**src/rtl/trig_capture_write_ctrl.sv**
```systemverilog
`default_nettype none
// ============================================================================
// Module   : trig_capture_write_ctrl
// Purpose  : Trigger-driven write controller for the capture sample RAM.
//            Once armed, every accepted trigger emits a burst of n_write
//            contiguous RAM writes starting where the previous burst ended.
//            After n_trigger accepted triggers the controller reports done.
//            Writes stop, and overflow is flagged, once the last RAM word
//            has been written.
// Ports    : clk, rst          - clock, synchronous active-high reset
//            arm               - pulse: latch config, clear status, start
//            n_write/n_trigger - burst length / trigger limit (read on arm)
//            trigger           - single-cycle trigger pulse
//            addr, wena        - RAM write port
//            busy, done        - acquisition status
//            n_captured        - triggers accepted since the last arm
//            trig_missed       - pulse: trigger rejected during a burst
//            overflow          - sticky: a burst was truncated, RAM full
// Revision : 1.0 - initial release
// ============================================================================
module trig_capture_write_ctrl #(
  parameter int ADDR_W = 16,
  parameter int CNT_W  = 8
) (
  input  logic              clk,
  input  logic              rst,
  input  logic              arm,
  input  logic [CNT_W-1:0]  n_write,
  input  logic [CNT_W-1:0]  n_trigger,
  input  logic              trigger,
  output logic [ADDR_W-1:0] addr,
  output logic              wena,
  output logic              busy,
  output logic              done,
  output logic [CNT_W-1:0]  n_captured,
  output logic              trig_missed,
  output logic              overflow
);

  typedef enum logic [1:0] {
    S_IDLE  = 2'd0,
    S_ARMED = 2'd1,
    S_WRITE = 2'd2,
    S_DONE  = 2'd3
  } state_t;

  // Write pointer is one bit wider than addr so "memory full" is visible
  // as the pointer reaching 2^ADDR_W, without ever wrapping addr itself.
  localparam logic [ADDR_W:0]   c_full    = {1'b1, {ADDR_W{1'b0}}};
  localparam logic [ADDR_W:0]   c_ptr_one = {{ADDR_W{1'b0}}, 1'b1};
  localparam logic [CNT_W-1:0]  c_one     = {{(CNT_W-1){1'b0}}, 1'b1};
  localparam logic [CNT_W-1:0]  c_zero    = '0;

  state_t             r_state, w_state_nxt;
  logic [ADDR_W-1:0]  r_addr,  w_addr_nxt;
  logic [ADDR_W:0]    r_wptr,  w_wptr_nxt;
  logic               r_wena,  w_wena_nxt;
  logic [CNT_W-1:0]   r_cnt,   w_cnt_nxt;
  logic [CNT_W-1:0]   r_ncap,  w_ncap_nxt;
  logic [CNT_W-1:0]   r_nw,    w_nw_nxt;
  logic [CNT_W-1:0]   r_nt,    w_nt_nxt;
  logic               r_missed, w_missed_nxt;
  logic               r_ovf,   w_ovf_nxt;
  logic               r_busy,  r_done;

  logic               w_full;
  logic               w_last;
  logic [CNT_W-1:0]   w_ncap_inc;

  assign w_full     = (r_wptr == c_full);
  assign w_last     = (r_cnt == (r_nw - c_one));
  assign w_ncap_inc = r_ncap + c_one;

  always_ff @(posedge clk) begin
    if (rst) begin
      r_state <= S_IDLE;
    end else begin
      r_state <= w_state_nxt;
    end
  end

  always_comb begin
    w_state_nxt  = r_state;
    w_addr_nxt   = r_addr;
    w_wptr_nxt   = r_wptr;
    w_wena_nxt   = 1'b0;
    w_cnt_nxt    = r_cnt;
    w_ncap_nxt   = r_ncap;
    w_nw_nxt     = r_nw;
    w_nt_nxt     = r_nt;
    w_missed_nxt = 1'b0;
    w_ovf_nxt    = r_ovf;

    if (arm) begin
      // arm wins over any trigger in the same cycle and aborts a burst.
      w_nw_nxt    = n_write;
      w_nt_nxt    = n_trigger;
      w_addr_nxt  = '0;
      w_wptr_nxt  = '0;
      w_cnt_nxt   = '0;
      w_ncap_nxt  = '0;
      w_ovf_nxt   = 1'b0;
      w_state_nxt = (n_trigger == c_zero) ? S_DONE : S_ARMED;
    end else begin
      case (r_state)
        S_ARMED: begin
          if (trigger) begin
            w_ncap_nxt = w_ncap_inc;
            w_cnt_nxt  = '0;
            if (r_nw == c_zero) begin
              w_state_nxt = (w_ncap_inc == r_nt) ? S_DONE : S_ARMED;
            end else if (w_full) begin
              w_ovf_nxt   = 1'b1;
              w_state_nxt = S_DONE;
            end else begin
              w_wena_nxt  = 1'b1;
              w_addr_nxt  = r_wptr[ADDR_W-1:0];
              w_wptr_nxt  = r_wptr + c_ptr_one;
              w_state_nxt = S_WRITE;
            end
          end
        end

        S_WRITE: begin
          if (w_last && trigger && (r_ncap != r_nt)) begin
            // Back-to-back acceptance: next burst follows with no gap.
            w_ncap_nxt = w_ncap_inc;
            w_cnt_nxt  = '0;
            if (w_full) begin
              w_ovf_nxt   = 1'b1;
              w_state_nxt = S_DONE;
            end else begin
              w_wena_nxt = 1'b1;
              w_addr_nxt = r_wptr[ADDR_W-1:0];
              w_wptr_nxt = r_wptr + c_ptr_one;
            end
          end else if (w_last) begin
            w_missed_nxt = trigger;
            w_state_nxt  = (r_ncap == r_nt) ? S_DONE : S_ARMED;
          end else begin
            w_missed_nxt = trigger;
            w_cnt_nxt    = r_cnt + c_one;
            if (w_full) begin
              // addr keeps the last written word; no wrap to 0.
              w_ovf_nxt   = 1'b1;
              w_state_nxt = S_DONE;
            end else begin
              w_wena_nxt = 1'b1;
              w_addr_nxt = r_wptr[ADDR_W-1:0];
              w_wptr_nxt = r_wptr + c_ptr_one;
            end
          end
        end

        default: begin
          // IDLE and DONE ignore triggers silently.
        end
      endcase
    end
  end

  always_ff @(posedge clk) begin
    if (rst) begin
      r_addr   <= '0;
      r_wptr   <= '0;
      r_wena   <= 1'b0;
      r_cnt    <= '0;
      r_ncap   <= '0;
      r_nw     <= '0;
      r_nt     <= '0;
      r_missed <= 1'b0;
      r_ovf    <= 1'b0;
      r_busy   <= 1'b0;
      r_done   <= 1'b0;
    end else begin
      r_addr   <= w_addr_nxt;
      r_wptr   <= w_wptr_nxt;
      r_wena   <= w_wena_nxt;
      r_cnt    <= w_cnt_nxt;
      r_ncap   <= w_ncap_nxt;
      r_nw     <= w_nw_nxt;
      r_nt     <= w_nt_nxt;
      r_missed <= w_missed_nxt;
      r_ovf    <= w_ovf_nxt;
      r_busy   <= (w_state_nxt == S_ARMED) || (w_state_nxt == S_WRITE);
      r_done   <= (w_state_nxt == S_DONE);
    end
  end

  assign addr        = r_addr;
  assign wena        = r_wena;
  assign busy        = r_busy;
  assign done        = r_done;
  assign n_captured  = r_ncap;
  assign trig_missed = r_missed;
  assign overflow    = r_ovf;

endmodule
`default_nettype wire

```
**config.mk**
```make
export PLATFORM = sky130hd
export DESIGN_NAME = trig_capture_write_ctrl
export DESIGN_NICKNAME = d
export VERILOG_FILES = /design/src/rtl/trig_capture_write_ctrl.sv
export SDC_FILE = /design/constraint.sdc
export NUM_CORES = 1
export LEC_CHECK = 0
export ABC_AREA = 0
export BUFFER_PORTS_ARGS = -buffer_cell sky130_fd_sc_hd__buf_2
export CORE_AREA = 10 10 127 129
export CTS_CLUSTER_SIZE = 30
export DETAILED_ROUTE_END_ITERATION = 10
export DIE_AREA = 0 0 137 139
export HOLD_SLACK_MARGIN = 0.02
export PLACE_DENSITY = 0.45
export SETUP_SLACK_MARGIN = 0.05
export SYNTH_ARGS = -nofsm -noshare
export SYNTH_HDL_FRONTEND = slang
export SYNTH_SLANG_ARGS = --single-unit
```
**constraint.sdc**
```tcl
create_clock -name clk -period 7.2 [get_ports clk]
set_clock_uncertainty 0.15 [all_clocks]
set_input_delay 0.72 -clock clk [delete_from_list [all_inputs] [get_ports clk]]
set_output_delay 0.72 -clock clk [all_outputs]
set_load 0.02 [all_outputs]
```
== Word-level counts from Yosys, hierarchy flattened ==
Index checks and enable logic that the tools add are counted.

* Reductions and logical operators: 11
* Bitwise operators: 1
* Mux-type cells: 42
* Add/subtract/negate cells: 4
* Eq/ne operators: 14

{| class="wikitable"
|+ Operators by type and width
! cell !! count
|-
| $mux W17 || 5
|-
| $mux W16 || 5
|-
| $mux W8 || 5
|-
| $pmux W17 S2 || 1
|-
| $pmux W16 S2 || 1
|-
| $pmux W8 S2 || 2
|-
| $eq A8 B8 Y1 || 3
|-
| $mux W2 || 9
|-
| $add A17 B1 Y17 const B || 1
|-
| $eq A17 B17 Y1 const B || 1
|-
| $add A8 B1 Y8 const B || 2
|-
| $logic_not A8 Y1 || 2
|-
| $mux W1 || 11
|-
| $ne A8 B8 Y1 || 1
|-
| $sub A8 B1 Y8 const B || 1
|-
| $eq A2 B2 Y1 const B || 3
|-
| $ne A2 B2 Y1 const B || 3
|-
| $reduce_and A3 Y1 || 2
|-
| $eq A2 B1 Y1 const B || 2
|-
| $pmux W1 S2 || 2
|-
| $pmux W2 S2 || 1
|-
| $reduce_and A4 Y1 || 1
|-
| $reduce_or A4 Y1 || 1
|-
| $ne A3 B3 Y1 const B || 1
|-
| 5 further kinds || 6
|}

* Bits in registers: 72
* Logic and storage cells: 84
* Output and inout bits: 29

== Depth between registers and ports, before layout ==
Gate-level depths: netlist of the first run.

* Depth in word-level cells: 9
* Mapped depth: 11

== Worst setup path before layout of the first run ==
No wires, ideal clock.

* Path kind: reg2reg
* Start point: register r_nw[0]
* End point: register r_ncap[4], in the netlist n_captured[4]
* Period minus slack after synthesis: 2738 ps
* Setup time: 70 ps
* Arrival time: 2517 ps
* Cell stages (with the launch flop): 11
* Path slack: 4462 ps
* Path buffers: 1
* Cells stage by stage: dfxtp_1 inv_1 ha_1 and2_1 o21a_1 o31ai_1 o211a_2 a21oi_2 buf_2 or3_1 a21oi_1

* Longest elaborated chain between the ends: 6

{| class="wikitable"
|+ RTL lines
! element !! RTL line !! source
|-
| start: declaration || 60 || <nowiki>logic [CNT_W-1:0] r_nw, w_nw_nxt;</nowiki>
|-
| start signal: assignment || 181 || <nowiki>r_nw <= w_nw_nxt;</nowiki>
|-
| $sub A8 B1 Y8 || 71 || <nowiki>assign w_last = (r_cnt == (r_nw - c_one));</nowiki>
|-
| $eq A8 B8 Y1 || 71 ||
|-
| $logic_and A1 B1 Y1 (2 in a row) || 125 || <nowiki>if (w_last && trigger && (r_ncap != r_nt)) begin</nowiki>
|-
| $ne A2 B2 Y1 (no source line) || n/a ||
|-
| $reduce_and A3 Y1 (no source line) || n/a ||
|-
| end signal: assignment || 180 || <nowiki>r_ncap <= w_ncap_nxt;</nowiki>
|-
| end: declaration || 59 || <nowiki>logic [CNT_W-1:0] r_ncap, w_ncap_nxt;</nowiki>
|}

Every way passes these cells.
A chain may end at the register's enable or synchronous reset.

== Worst setup path in the final report of the first run ==
* Start point: register r_nw[0]
* End point: register r_addr[6], in the netlist addr[6]

* Longest elaborated chain between the ends: 6
* Elaborated cells between the ends (all ways): 10

{| class="wikitable"
|+ RTL lines
! element !! RTL line !! source
|-
| $sub A8 B1 Y8 || 71 ||
|-
| $eq A8 B8 Y1 || 71 ||
|-
| $logic_and A1 B1 Y1 (2 in a row) || 125 ||
|-
| $ne A3 B3 Y1 (no source line) / $mux W16 (equally long branches) || n/a ||
|-
| $reduce_and A4 Y1 (no source line) / $pmux W16 S2 (equally long branches) || n/a ||
|-
| end signal: assignment || 176 || <nowiki>r_addr <= w_addr_nxt;</nowiki>
|-
| end: declaration || 55 || <nowiki>logic [ADDR_W-1:0] r_addr, w_addr_nxt;</nowiki>
|}

Parallel ways exist; a longest one is shown, timed or not.

==> summary.md, run 1 <==
| Metric | Value |
|---|---|
| Run status | complete, no violations |
| Number of diodes added for antenna fixing | 0 |
| Post-synthesis sequential element count | just over 70 |
| Unrepaired setup endpoints after global routing | false |
| Logic pwr share | about 9.0% |
| Sequential fraction of the synthesis area | a little under two fifths |
| TritonRoute pass-1 iters | 4 |
| Instance count of the mapped netlist | ~440 |
| Reg2Reg Launch Point | r_nw[0] |
| Number of cell instances on the worst register-to-register path | 9 |
| Number of max-slew violations in the final report | 0 |
| Leakage power | approximately 0.0018 uW |
| Kind of start point of the critical path | register |
| Bufs on Longest Clock Path | 2 |
| Non-Filler Instances | 665 |
| Overall via count from detail_route | ~3300 |
| Number of cells on the worst hold path | 2 |
| Clock buffer count from CTS | 9 |
| Register-to-Register Setup Slack | about 3.8 ns |
| Post-route setup TNS | 0 ns |
| Global-route wire length before repair | 16000 microns |
| Launching instance or port of the critical path | r_nw[0] |
| Class of the most critical hold timing path | reg2reg |
| Area of the core region | between 10000 and 15000 sq um |
| Synthesized netlist net count | between 400 and 500 |
| Shortest period the worst path allows | 3.42 ns |
| Post-cts repair resize count | 0 |
| Total power divided by cell area | ~230 nW/um^2 |
| Sequential fraction of design power | 40.4% |
| Number of enable-type register cells in the synthesized netlist | 0 |
| Area growth from synthesis to final layout | 17.1% |
| Latest clock arrival within the worst-skew pair | between 0.3 and 0.4 ns |
| Predominant post-synthesis flop cell | sky130_fd_sc_hd__dfxtp_1 |
| Max-Cap Viols | 0 |
| Clock tree sinks | just over 70 |
| Port buffer count | 48 |
| Mean instance size in the synthesized netlist | approximately 8.8 sq um |
| Hold-fix buffers, CTS | 0 |
| Share of synthesized flip-flops with an asynchronous set or reset | 0% |
| Final worst slack | 3.78 ns |
| Net count, final | slightly above 500 |
| Cell area after technology mapping | 3900 sq um |
| Chip height | roughly 140 microns |
| Share of total power consumed by net switching | 23.8% |
| Overall fraction of global-route tracks in use | 10.4% |
| Final routed DRC violation total | 0 |
| Transition time at the pin with the least slew margin | between 1 and 1.5 ns |
| Placed wire-length estimate after detailed placement | around 7300 microns |
| Starting Density | between 20% and 30% |
| Pre-CTS setup slack | about 3.7 ns |
| Number of primary I/O pins | 49 |
| CTS tree | yes |
| Total grt overflow | 0 |
| Net Sw Power | roughly 240 uW |
| Ratio of cells with drive above 1 in the final layout | around 16% |
| Detailed-route wire length per cell | approximately 15 microns |
| Maximum number of pins on one net before global-route repair | 43 |
| Die X-Extent | 137 microns |
| Avg Vias per Cell | roughly 5.0 |
| Ys Warns | 0 |
| Crit Path Max Fanout | 36 |
| Number of antenna violations at the first check in global routing | 0 |
| Placed Cells | about 650 |
| Internal Pwr Total | about 780 uW |
| Vias in the first global route | 3153 |
| Max_slew headroom | about 29% |
| Arrival time of the worst setup path | about 3.5 ns |
| Worst slack on hold paths | 0.303 ns |
| CTS H-tree depth | 3 |
| Period utilization | 47.4% |
| Weighted congestion reported at the end of routability-driven placement | 0.835 |
| Type of the setup path with the least slack | reg2reg |
| Critical Path End Type | register |
| Clock tree root buffer cell | sky130_fd_sc_hd__clkbuf_16 |
| Number of post-CTS setup repair buffers | 0 |
| Clk network pwr share | a little over 50% |
| WP data required | slightly above 7 ns |
| Library cells used by synthesis | a little under 60 |
| Hold Fails Final Rpt | 0 |
| Number of DRC markers after the initial detailed-route iteration | between 150 and 200 |
| Die area | 19000 sq um |
| Total wirelength of the detailed-routed design | slightly below 10000 microns |
| Setup violations, final | 0 |
| Critical path destination | addr[6] |
| Number of filler instances in the final layout | 1456 |
| Clock input transition at the sequential cells of the worst setup and hold paths | about 0.060 ns |
| Maximum clock frequency | just under 300 MHz |
| Antenna-violating nets left | 0 |
| Maximum ir drop on the vdd rail | 147 uV |
| Critical R2R Capture | addr[6] |
| Num rows | 43 |
## how the worst min path moves through the flow
stage	start	end	slack (ns)
6_report	addr[7]	addr[7]	0.30
5_1_grt	addr[7]	addr[7]	0.36
4_1_cts	addr[7]	addr[7]	0.31
3_5_place_dp	addr[7]	addr[7]	0.30
3_3_place_gp	addr[7]	addr[7]	0.29
2_1_floorplan	r_wptr[16]	r_wptr[16]	0.30
## Yosys cell counts (2+ instances only)
library cell                instances  area, sq um
sky130_fd_sc_hd__nor2b_1            4         25.0
sky130_fd_sc_hd__o21ai_0           17         85.1
sky130_fd_sc_hd__or3_1             15         93.8
sky130_fd_sc_hd__buf_2              4         20.0
sky130_fd_sc_hd__and2_1             2         12.5
sky130_fd_sc_hd__or2_2              2         12.5
sky130_fd_sc_hd__clkbuf_1          12         45.0
sky130_fd_sc_hd__a21oi_1           22          110
sky130_fd_sc_hd__a2111oi_0          2         17.5
sky130_fd_sc_hd__mux2i_1           40          400
sky130_fd_sc_hd__or4_1              7         52.6
sky130_fd_sc_hd__nor4b_2            2         30.0
sky130_fd_sc_hd__xor2_1             8         70.1
sky130_fd_sc_hd__ha_1               9          113
sky130_fd_sc_hd__nor4_1             5         31.3
sky130_fd_sc_hd__a31oi_1            4         25.0
sky130_fd_sc_hd__and3_1             3         18.8
sky130_fd_sc_hd__nand4_1            9         56.3
sky130_fd_sc_hd__nand4b_1           2         17.5
sky130_fd_sc_hd__nand2b_1           8         50.1
sky130_fd_sc_hd__nand3_1           17         85.1
sky130_fd_sc_hd__nor2_1            56          210
sky130_fd_sc_hd__xnor2_1           17          149
sky130_fd_sc_hd__nand2_1           27          101
sky130_fd_sc_hd__o21a_1             2         15.0
sky130_fd_sc_hd__buf_12             2         40.0
sky130_fd_sc_hd__o31ai_1            9         67.6
sky130_fd_sc_hd__dfxtp_1           72         1440
sky130_fd_sc_hd__and4_1             2         17.5
sky130_fd_sc_hd__buf_6              2         22.5
sky130_fd_sc_hd__a211oi_1           3         22.5
sky130_fd_sc_hd__inv_1             14         52.6
sky130_fd_sc_hd__nor3_1             8         40.0
sky130_fd_sc_hd__nor4b_1            2         17.5
sky130_fd_sc_hd__buf_1              2         7.51
sky130_fd_sc_hd__o211ai_1          10         75.1
## critical path, stage by stage (launching register included)
cell and delay (ns):
sky130_fd_sc_hd__dfxtp_1 0.43, sky130_fd_sc_hd__inv_1 0.09, sky130_fd_sc_hd__ha_1 0.28, sky130_fd_sc_hd__o21bai_1 0.18, sky130_fd_sc_hd__a2111oi_0 0.44, sky130_fd_sc_hd__a311o_1 0.30
sky130_fd_sc_hd__o211ai_4 0.16, sky130_fd_sc_hd__o21ai_4 0.88, sky130_fd_sc_hd__mux2i_1 0.28, sky130_fd_sc_hd__nor2_1 0.06
## per-layer routing
metal | part of all wire [%] | up-vias | GRT usage [%] | routed length, microns
li1 | - | 1671 | - | -
met1 | 44 | 1580 | 12.3 | 4320
met2 | 49 | 53 | 16.7 | 4840
met3 | 4.8 | 12 | 3.48 | 471
met4 | 1.8 | 0 | 4.22 | 179
met5 | 0 | - | 0 | 0
## stage by stage
step / area [sq um] / total power [uW] / utilization, %
2_1_floorplan: 3900 / 499 / -
5_1_grt: 4570 / 1070 / 33.4
3_5_place_dp: 4220 / 517 / 30.9
3_3_place_gp: 4220 / 516 / 30.9
6_report: 4570 / 1030 / 33.4
4_1_cts: 4570 / 1050 / 33.4
## kinds of logic after synthesis
family	count (synthesis)	share of synthesized area [%]
AND/OR/NAND/NOR	176	24.0
multiplexers	40	10.3
buffers and inverters	37	5.00
flip-flops	72	37.0
XOR/XNOR	25	5.61
adder cells (fa/ha/maj)	9	2.89
AO/OA/AOI/OAI	85	15.2
## state kept, by name (all words and copies together), names as in the netlist, named ones only
name	count
r_nt	8
n_captured	8
r_wptr	17
busy	1
done	1
addr	16
r_state	1
r_cnt	8
overflow	1
wena	1
trig_missed	1
r_nw	8
## placed cells by master, fill, tap and decap left out, types with 3 or more instances in the layout
master and instances:
sky130_fd_sc_hd__a211oi_1 3, sky130_fd_sc_hd__a21oi_1 22, sky130_fd_sc_hd__a31oi_1 4, sky130_fd_sc_hd__and3_1 3, sky130_fd_sc_hd__buf_2 48, sky130_fd_sc_hd__bufinv_16 3, sky130_fd_sc_hd__clkbuf_16 9, sky130_fd_sc_hd__dfxtp_1 72
sky130_fd_sc_hd__ha_1 9, sky130_fd_sc_hd__inv_1 14, sky130_fd_sc_hd__mux2i_1 40, sky130_fd_sc_hd__nand2_1 27, sky130_fd_sc_hd__nand2b_1 8, sky130_fd_sc_hd__nand3_1 17, sky130_fd_sc_hd__nand4_1 9, sky130_fd_sc_hd__nor2_1 56
sky130_fd_sc_hd__nor2b_1 4, sky130_fd_sc_hd__nor3_1 8, sky130_fd_sc_hd__nor4_1 5, sky130_fd_sc_hd__o211ai_1 10, sky130_fd_sc_hd__o21ai_0 17, sky130_fd_sc_hd__o31ai_1 9, sky130_fd_sc_hd__or3_1 15, sky130_fd_sc_hd__or4_1 7
sky130_fd_sc_hd__xnor2_1 17, sky130_fd_sc_hd__xor2_1 8
## area by class of cell
type | instances | area, sq um | area share [%]
inverter | 14 | 52.6 | 1.15
multi-input combinational | 335 | 2260 | 49.6
clock inverter | 6 | 115 | 2.52
timing repair buffer | 48 | 240 | 5.26
tap | 180 | 225 | 4.93
sequential | 72 | 1440 | 31.6
clock buffer | 10 | 229 | 5.01
## power groups by stage
stage	Sequential, uW	Combinational (uW)	Clock, uW
finish	415	92.1	520
global route	416	104	551
CTS	415	93.6	539
detailed placement	424	93.2	0
global placement	424	91.9	0
floorplan	421	78.0	0
(Power assumes the default switching activity.)
==> run 2: changes to the inputs <==
==> constraint.sdc (replaced) <==
create_clock -name clk -period 3.3 [get_ports clk]
set_clock_uncertainty 0.15 [all_clocks]
set_input_delay 0.33 -clock clk [delete_from_list [all_inputs] [get_ports clk]]
set_output_delay 0.33 -clock clk [all_outputs]
set_load 0.02 [all_outputs]
==> run 2 against run 1 <==
Utilization about the same. Register-to-register slack got worse by 3.5 ns. Power increased by 98%. Sequential share of layout area about the same. Wire length decreased by 0.47%. Final cell count increased by 0.45%.
==> summary.md, run 2 (synthesis results as in run 1) <==
| Metric | Value |
|---|---|
| Num rows | 43 (unchanged) |
| Antenna-violating nets left | 0 (unchanged) |
| Number of diodes added for antenna fixing | 0 (unchanged) |
| Run status | complete, no violations (unchanged) |
| Critical path destination | n_captured[5] (was addr[6]) |
| Starting Density | 28.5% (unchanged) |
| Number of DRC markers after the initial detailed-route iteration | 110 (was 188) |
| Ratio of cells with drive above 1 in the final layout | 17.4% (was 16.3%) |
| Port buffer count | 48 (unchanged) |
| Critical Path End Type | register (unchanged) |
| Period utilization | 91.4% (was 47.4%) |
| Post-route standard cell area excluding fillers | 4560 sq um (was 4570 sq um) |
| Shortest period the worst path allows | 3.02 ns (was 3.42 ns) |
| Hold Fails Final Rpt | 0 (unchanged) |
| Number of primary I/O pins | 49 (unchanged) |
| Placed Area | 4270 sq um (was 4220 sq um) |
| Clock input transition at the sequential cells of the worst setup and hold paths | 0.06 ns (about the same) |
| Crit Path Max Fanout | 14 (was 36) |
| Final routed DRC violation total | 0 (unchanged) |
| Chip height | 139 microns (unchanged) |
| Global-route wire length before repair | 15900 microns (was 16000 microns) |
| Largest register by flop count | r_wptr (unchanged) |
| Overall via count from detail_route | 3324 (was 3316) |
| Number of max-slew violations in the final report | 0 (unchanged) |
| Footprint of the multi-input gates | 2280 sq um (was 2260 sq um) |
| Detailed-route wire length per cell | 14.6 microns (was 14.7 microns) |
| Placed wire-length estimate after detailed placement | 7200 microns (was 7280 microns) |
| Kind of start point of the critical path | register (unchanged) |
| Area growth from synthesis to final layout | 17.0% (was 17.1%) |
| Leakage power | 0.00177 uW (was 0.00176 uW) |
| Reg2Reg Launch Point | r_nw[0] (unchanged) |
| Register-to-Register Setup Slack | 0.28 ns (was 3.78 ns) |
| TritonRoute pass-1 iters | 4 (unchanged) |
| Combined flip-flop and latch cell area | 1440 sq um (unchanged) |
| Number of cell instances on the worst register-to-register path | 9 (unchanged) |
| Most frequent cells in the layout | sky130_fd_sc_hd__dfxtp_1 (72), sky130_fd_sc_hd__nor2_1 (56), sky130_fd_sc_hd__buf_2 (48) (unchanged) |
| Leading cell type in the layout, fill and taps excluded | sky130_fd_sc_hd__dfxtp_1 (unchanged) |
| Die area | 19000 sq um (unchanged) |
| Clock tree sinks | 72 (unchanged) |
| Max-Cap Viols | 0 (unchanged) |
| WP data required | 3.42 ns (was 7.25 ns) |
| Clock tree root buffer cell | sky130_fd_sc_hd__clkbuf_16 (unchanged) |
| GR Layer Usage met3 | 3.48% (unchanged) |
| Clock buffer count from CTS | 9 (unchanged) |
| GRT met2 Usage | 16.8% (was 16.7%) |
| Area of the core region | 13700 sq um (unchanged) |
| Post-route setup TNS | 0 ns (unchanged) |
| Unrepaired setup endpoints after global routing | false (unchanged) |
| CTS H-tree depth | 3 (unchanged) |
| Number of antenna violations at the first check in global routing | 0 (unchanged) |
| Critical R2R Capture | n_captured[5] (was addr[6]) |
| Vias in the first global route | 3122 (was 3153) |
| Transition time at the pin with the least slew margin | 0.601 ns (was 1.06 ns) |
| Weighted congestion reported at the end of routability-driven placement | 0.818 (was 0.835) |
| Class of the most critical hold timing path | in2reg (was reg2reg) |
| Total wirelength of the detailed-routed design | 9760 microns (was 9810 microns) |
| Number of post-CTS setup repair buffers | 0 (unchanged) |
| Total power divided by cell area | 447 nW/um^2 (was 225 nW/um^2) |
| Number of filler instances in the final layout | 1485 (was 1456) |
| Number of flip-flops in the largest register | 17 (unchanged) |
| Met1 global-route usage | 12.3% (about the same) |
| Setup violations, final | 0 (unchanged) |
| Maximum ir drop on the vdd rail | 266 uV (was 147 uV) |
| Total grt overflow | 0 (unchanged) |
| Bufs on Longest Clock Path | 2 (unchanged) |
| Launching instance or port of the critical path | r_nw[0] (unchanged) |
| Die X-Extent | 137 microns (unchanged) |
| Type of the setup path with the least slack | reg2reg (unchanged) |
| Max_slew headroom | 59.8% (was 29.4%) |
| CTS tree | yes (unchanged) |
| Arrival time of the worst setup path | 3.14 ns (was 3.47 ns) |
| Layer with the highest usage after global routing | met2 (unchanged) |
| Net count, final | 513 (was 509) |
| Avg Vias per Cell | 4.98 (was 4.99) |
| Overall fraction of global-route tracks in use | 10.3% (was 10.4%) |
| Latest clock arrival within the worst-skew pair | 0.34 ns (about the same) |
| Maximum clock frequency | 332 MHz (was 293 MHz) |
| Maximum number of pins on one net before global-route repair | 42 (was 43) |
run 2: critical path: stages (launching register included):
cell and delay [ns]:
sky130_fd_sc_hd__dfxtp_1 0.43, sky130_fd_sc_hd__inv_1 0.10, sky130_fd_sc_hd__ha_1 0.28, sky130_fd_sc_hd__o21bai_1 0.18
sky130_fd_sc_hd__a2111oi_0 0.46, sky130_fd_sc_hd__a311o_2 0.25, sky130_fd_sc_hd__o211a_2 0.33, sky130_fd_sc_hd__a21oi_2 0.19
sky130_fd_sc_hd__or4_1 0.44, sky130_fd_sc_hd__a21oi_1 0.14
run 2: how the worst min path moves through the flow:
stage	slack, ns	end	startpoint	depth (start not counted)
floorplan	0.30	r_wptr[16]	r_wptr[16]	2
global placement	0.29	addr[7]	addr[7]	2
detailed placement	0.30	addr[7]	addr[7]	2
CTS	0.07	r_nw[3]	n_write[3]	3
global route	0.09	r_nw[3]	n_write[3]	3
finish	0.08	r_nw[3]	n_write[3]	3
run 2: per-layer routing:
layer  part of all wire [%]  vias up
met1                     45     1582
li1                       -     1681
met4                    1.6        0
met2                     49       48
met5                      0        -
met3                    5.0       13
run 2: power breakdown:
part | switching [uW] | internal (uW) | total (uW)
Combinational | 123 | 87.9 | 211
Sequential | 21.4 | 885 | 907
Clock | 373 | 546 | 919
run 2: per-stage QoR:
| step | std cells | hold slack (ns) | setup slack, ns | utilization, % | power, uW |
|---|---|---|---|---|---|
| after floorplan | 444 | 0.297 | 0.562 | - | 1090 |
| after global placement | 653 | 0.292 | 0.354 | 31.2 | 1130 |
| after detailed placement | 653 | 0.303 | 0.260 | 31.2 | 1140 |
| after CTS | 668 | 0.0663 | 0.248 | 33.3 | 2080 |
| after global routing | 668 | 0.0855 | 0.108 | 33.4 | 2150 |
| final | 668 | 0.0779 | 0.284 | 33.4 | 2040 |
run 2: final cells by class:
class / instances / area share, %
Tap cell: 180 / 4.94
Timing Repair Buffer: 52 / 6.20
Multi-Input combinational cell: 335 / 49.9
Inverter: 14 / 1.15
Clock buffer: 11 / 5.54
Sequential cell: 72 / 31.6
Clock inverter: 4 / 0.658
run 2: what timing repair did:
| item | 4_1_cts | 5_1_grt |
|---|---|---|
| resized for setup | 0 | 3 |
| endpoints found under the setup margin | 0 | 6 |
| hold buffers | 0 | 0 |
